**src/rtl/lut_layer_sequencer.sv**
```systemverilog
// Time-multiplexed LogicNets layer: NEURONS truth-table neurons evaluated one per cycle
// from a shared runtime-loadable table. Define LUT_SEQ_PIPE_EN to register the table read.
module lut_layer_sequencer #(
    parameter int unsigned  NEURONS = 8,
    parameter int unsigned  FANIN   = 6,
    localparam int unsigned IDX_W   = $clog2(NEURONS)
) (
    input  logic                       i_clk,
    input  logic                       i_rst_n,
    input  logic                       i_cfg_we,
    input  logic [IDX_W+FANIN-1:0]     i_cfg_addr,
    input  logic                       i_cfg_data,
    output logic                       o_cfg_err,
    input  logic                       i_in_valid,
    output logic                       o_in_ready,
    input  logic [NEURONS*FANIN-1:0]   i_in_vec,
    output logic                       o_out_valid,
    input  logic                       i_out_ready,
    output logic [NEURONS-1:0]         o_out_vec,
    output logic                       o_busy
);

    localparam int unsigned      AW    = IDX_W + FANIN;
    localparam int unsigned      DEPTH = 1 << AW;
    localparam logic [IDX_W-1:0] LAST  = IDX_W'(NEURONS - 1);

    typedef enum logic [1:0] {StIdle, StEval, StDone} state_e;

    state_e                     r_state, w_state_d;
    logic                       r_table [DEPTH];
    logic [NEURONS*FANIN-1:0]   r_vec;
    logic [NEURONS-1:0]         r_result;
    logic [IDX_W-1:0]           r_idx;
    logic                       r_cfg_err;
    logic [FANIN-1:0]           w_slice;
    logic [AW-1:0]              w_rd_addr;
    logic                       w_rd_bit;
    logic                       w_accept;
    logic                       w_last;

    assign w_accept  = i_in_valid && (r_state == StIdle);
    assign w_slice   = r_vec[32'(r_idx) * FANIN +: FANIN];
    assign w_rd_addr = {r_idx, w_slice};
    assign w_rd_bit  = r_table[w_rd_addr];

    // Table is deliberately outside the reset domain so trained contents survive rst_n.
    always_ff @(posedge i_clk) begin
        if (i_cfg_we && (r_state == StIdle)) begin
            r_table[i_cfg_addr] <= i_cfg_data;
        end
    end

    always_ff @(posedge i_clk or negedge i_rst_n) begin
        if (!i_rst_n) begin
            r_cfg_err <= 1'b0;
        end else if (i_cfg_we && (r_state != StIdle)) begin
            r_cfg_err <= 1'b1;
        end
    end

`ifdef LUT_SEQ_PIPE_EN
    logic             r_drain;
    logic             r_rd_vld;
    logic             r_rd_bit;
    logic [IDX_W-1:0] r_rd_idx;

    assign w_last = r_rd_vld && (r_rd_idx == LAST);

    // Issue stage reads idx 0..NEURONS-1; writeback trails by one cycle from r_rd_*.
    always_ff @(posedge i_clk or negedge i_rst_n) begin
        if (!i_rst_n) begin
            r_vec    <= '0;
            r_result <= '0;
            r_idx    <= '0;
            r_drain  <= 1'b0;
            r_rd_vld <= 1'b0;
            r_rd_bit <= 1'b0;
            r_rd_idx <= '0;
        end else if (w_accept) begin
            r_vec    <= i_in_vec;
            r_result <= '0;
            r_idx    <= '0;
            r_drain  <= 1'b0;
            r_rd_vld <= 1'b0;
        end else begin
            if (r_rd_vld) begin
                r_result[r_rd_idx] <= r_rd_bit;
            end
            if ((r_state == StEval) && !r_drain) begin
                r_rd_bit <= w_rd_bit;
                r_rd_idx <= r_idx;
                r_rd_vld <= 1'b1;
                r_idx    <= (r_idx == LAST) ? '0 : r_idx + IDX_W'(1);
                r_drain  <= (r_idx == LAST);
            end else begin
                r_rd_vld <= 1'b0;
            end
        end
    end
`else
    assign w_last = (r_idx == LAST);

    always_ff @(posedge i_clk or negedge i_rst_n) begin
        if (!i_rst_n) begin
            r_vec    <= '0;
            r_result <= '0;
            r_idx    <= '0;
        end else if (w_accept) begin
            r_vec    <= i_in_vec;
            r_result <= '0;
            r_idx    <= '0;
        end else if (r_state == StEval) begin
            r_result[r_idx] <= w_rd_bit;
            r_idx           <= (r_idx == LAST) ? '0 : r_idx + IDX_W'(1);
        end
    end
`endif

    always_ff @(posedge i_clk or negedge i_rst_n) begin
        if (!i_rst_n) begin
            r_state <= StIdle;
        end else begin
            r_state <= w_state_d;
        end
    end

    always_comb begin
        w_state_d = r_state;
        unique case (r_state)
            StIdle:  if (w_accept)    w_state_d = StEval;
            StEval:  if (w_last)      w_state_d = StDone;
            StDone:  if (i_out_ready) w_state_d = StIdle;
            default:                  w_state_d = StIdle;
        endcase
    end

    always_comb begin
        o_in_ready  = (r_state == StIdle);
        o_out_valid = (r_state == StDone);
        o_busy      = (r_state == StEval) || (r_state == StDone);
    end

    assign o_out_vec = r_result;
    assign o_cfg_err = r_cfg_err;

endmodule

```
**config.mk**
```make
export PLATFORM = sky130hd
export DESIGN_NAME = lut_layer_sequencer
export DESIGN_NICKNAME = d
export VERILOG_FILES = /design/src/rtl/lut_layer_sequencer.sv
export SDC_FILE = /design/constraint.sdc
export NUM_CORES = 1
export LEC_CHECK = 0
export ABC_AREA = 1
export CAP_MARGIN = 15
export CORE_ASPECT_RATIO = 0.9
export CORE_UTILIZATION = 57
export DETAILED_ROUTE_END_ITERATION = 10
export GPL_ROUTABILITY_DRIVEN = 0
export GPL_TIMING_DRIVEN = 1
export HOLD_SLACK_MARGIN = 0.15
export PLACE_DENSITY = 0.75
export REMOVE_ABC_BUFFERS = 1
export SYNTH_ARGS = -nofsm -noshare
export SYNTH_HDL_FRONTEND = slang
export SYNTH_SLANG_ARGS = --single-unit
```
**constraint.sdc**
```tcl
create_clock -name i_clk -period 3.1 [get_ports i_clk]
set_input_delay 0.465 -clock i_clk [delete_from_list [all_inputs] [get_ports i_clk]]
set_output_delay 0.465 -clock i_clk [all_outputs]
set_load 0.03 [all_outputs]
```
==> reports/results.ini <==
[timing]
slew_headroom_pct=41.1
whs_ns=0.353
final-max-slew-violation-count=0
fin_crit_sh_pct=95.8
clock_skew_ns=0.0240
timing.final.crit_period_ns=2.97
finalHoldViolCount=0
tightest_slew_ns=0.883
setup_violations=0
fmax_mhz=337

[die]
core-area_mm2=0.0469
floorplan.rows=75
dieWidth_um=232
ios=75
dieArea_mm2=0.0487
initial_core_util_pct=58.0
die_h_um=209

[synthesis]
syn_avg_cell_area_um2=9.01
ys_top_cells_by_area=edfxtp_1, nand2_1, nand3_1, nor2_1, dfrtp_1
synth-seq-cells=574
synth_cell_types=31
syn_area_mm2=0.0272
synth-seq-area-share_pct=62.2
synth_cells=3021
yosysTopAreaCell=edfxtp_1
yosysWarnings=0
synth_top_area_share_pct=56.5

[clocking]
cts.clk_slew.worst_paths_ns=0.06
cts-root-buf=clkbuf_16
htreeDepth=2
cts.sinks=574
clock_path_buffers=3
cts_inserted_buffers=56
clkLatencyLatePin_ns=0.62
cts_tree=built

[pwr]
power.share.sequential_pct=28.8
clkPwrFrac_pct=21.3
p_sw_mw=13.8
powerDensity_mw_per_mm2=1010
combPwrFrac_pct=49.8
switching_share_pct=44.0
p_leak_nw=12.3
total_power_mw=31.3
p_int_mw=17.5
ir_worst_vdd_v=0.00101

[global_routing]
first_global_vias=20400
grt_max_degree=137
grt_use_total_pct=30.1
globalRoute.totalOverflow=0
antenna_found_initial=0
grt_pass1_wl_um=111000

[critical_path]
endpoint_kind=flip-flop
critPathCapture=o_out_vec[1]$_DFFE_PN0P_
crit_type=flip-flop to flip-flop
startpoint=r_idx[0]$_DFFE_PN0P_
cp_max_fo=46
cp_num_buf_inv=3
r2r_setup_slack_ns=0.13
cp.depth=19
worstPathArrival_ns=3.51
critPathRequiredTime_ns=3.64
r2r-start=r_idx[0]$_DFFE_PN0P_
regToRegEndpoint=o_out_vec[1]$_DFFE_PN0P_
cp-start-kind=flip-flop
max_stage_delay_ns=0.45
slowest_stage=dfrtp_2
crit_top_cell=nand3_1
critPathTopFamily=simple AND/OR/NAND/NOR gates
reg2reg_depth=19
critical_path.cell_chain=buf_4, nand2_1, nand3_1, nand2_2, nor2_4, buf_12, buf_12, nand2_1, nand3_1, nand2_1, nand2_1, nand3_1, nand3_1, nand3_1, nand3_1, nand2_1, nor2_2, nand2_4, a21oi_2

[final_layout]
seq_area_mm2=0.0169
fin_area_mm2=0.0309
diodes=0
fin_util_pct=65.8
fin_nets=3141
area_growth_pct=13.4
drive_above_1_share_pct=7.98
multi_input_area_mm2=0.00801
n_fill_cell=3647

[placement]
port_buffers=74
post_dp_cell_area_mm2=0.0290
dp_hpwl_um=39700

[route]
vias_per_cell=5.69
drc=0
routedWlPerCell_um=19.6
ant_nets=0
totalWireLength_um=73100
num_vias=21300
highest_layer=met4
wl_met3_um=8020
drt_iter0_drc=2343
wl_met2_um=34900
met1_length_um=27700
firstDrtPassIters=5

[run]
maxCapViolCount=0

[run_status]
outcome=completed

[min_path]
holdCritPathClass=input port to flip-flop

repair_timing:
| item | in CTS | in global routing |
|---|---|---|
| endpoints found under the setup margin | 0 | 8 |
| hold buffers | 1 | 0 |
| endpoints found under the hold margin | 35 | 0 |
| resized for setup | 0 | 17 |
| buffers inserted | 0 | 2 |
synthesized netlist by cell type (all sizes together):
library cell / n
nand2: 780
nor2: 549
edfxtp: 512
nand3: 439
inv: 373
buf: 131
clkbuf: 68
dfrtp: 62
o21ai: 38
o211ai: 28
nor3: 11
a21oi: 10
o22ai: 8
ha: 5
nand3b: 2
a21o: 1
clkinv: 1
nand4: 1
o221ai: 1
or2: 1
flip-flops by register name, indices dropped and copies added, names as in the netlist:
name / count
r_state: 2
r_table: 512
r_idx: 3
o_out_vec: 8
o_cfg_err: 1
r_vec: 48
logic make-up (layout without fill, tap and decap cells):
family	Yosys count	count (layout)	share of synthesized area, %
buffers and inverters	573	673	8.79
flip-flops	574	574	62.2
AO/OA/AOI/OAI	86	86	2.01
adder cells (fa/ha/maj)	5	5	0.230
AND/OR/NAND/NOR	1783	1783	26.8
area by class of cell:
class / instances / area share (%)
Multi-Input combinational cell: 1874 / 25.9
Clock buffer: 71 / 4.79
Tap cell: 616 / 2.50
Timing Repair Buffer: 193 / 6.45
Sequential cell: 574 / 54.8
Clock inverter: 35 / 0.936
Inverter: 374 / 4.56
power groups by stage:
| stage | registers, mW | clock network (mW) | logic (mW) |
|---|---|---|---|
| after global placement | 9.15 | 0 | 14.7 |
| final | 9.02 | 6.67 | 15.6 |
| after CTS | 9.01 | 6.70 | 15.0 |
| after global routing | 9.04 | 7.00 | 17.0 |
| after detailed placement | 9.16 | 0 | 14.9 |
| after floorplan | 9.13 | 0 | 8.31 |
worst register-to-register path, cell delays in order (launching register included):
cell,delay [ns]
dfrtp_2,0.45
buf_4,0.21
nand2_1,0.08
nand3_1,0.13
nand2_2,0.10
nor2_4,0.17
buf_12,0.21
buf_12,0.25
nand2_1,0.11
nand3_1,0.10
nand2_1,0.06
nand2_1,0.06
nand3_1,0.09
nand3_1,0.17
nand3_1,0.12
nand3_1,0.13
nand2_1,0.09
nor2_2,0.12
nand2_4,0.12
a21oi_2,0.14
routing by layer:
| metal | vias to the layer above | GRT usage [%] |
|---|---|---|
| li1 | 9783 | - |
| met1 | 10200 | 39.6 |
| met4 | 0 | 11.8 |
| met5 | - | 0 |
| met3 | 187 | 6.06 |
| met2 | 1136 | 49.3 |
stage by stage:
stage / cells / TNS (ns) / setup slack, ns
floorplan: 2822 / -15.67 / -1.96
global placement: 3626 / 0 / 0.191
detailed placement: 3626 / 0 / 0.0608
CTS: 3733 / 0 / 0.0356
global route: 3737 / -0.0246 / -0.0199
finish: 3737 / 0 / 0.131
worst min-delay path by stage:
stage,start,end,slack (ns),cells after the start
after floorplan,i_rst_n,o_cfg_err$_DFFE_PN0P_,0.17,0
after global placement,o_cfg_err$_DFFE_PN0P_,o_cfg_err$_DFFE_PN0P_,0.44,1
after detailed placement,r_vec[26]$_DFFE_PN0P_,r_vec[26]$_DFFE_PN0P_,0.48,2
after CTS,i_in_vec[40],r_vec[40]$_DFFE_PN0P_,0.38,3
after global routing,i_in_vec[40],r_vec[40]$_DFFE_PN0P_,0.38,3
final,i_cfg_data,r_table[451]$_DFFE_PP_,0.35,1
cell usage in the layout (no fill, tap or decap), types with 2 or more instances in the layout:
cell               n
bufinv_16          5
clkbuf_1          14
nor2_1           544
nor3_1            11
dfrtp_2            3
nor2_2             4
o211ai_1          28
buf_8              3
ha_1               5
clkinv_2          13
a21oi_1            2
buf_4             88
nand3_2            5
nand2_2           18
nand2_1          759
dfrtp_1           59
inv_2              6
nand3b_1           2
inv_4              2
o22ai_1            8
edfxtp_1         512
clkdlybuf4s50_1   72
nand2_4            2
buf_12            22
buf_6              3
inv_6              2
inv_1            365
clkinv_1          16
nand3_1          433
clkbuf_16         59
a21oi_2            8
o21ai_0           37
Power figures use the tool's default switching activity.
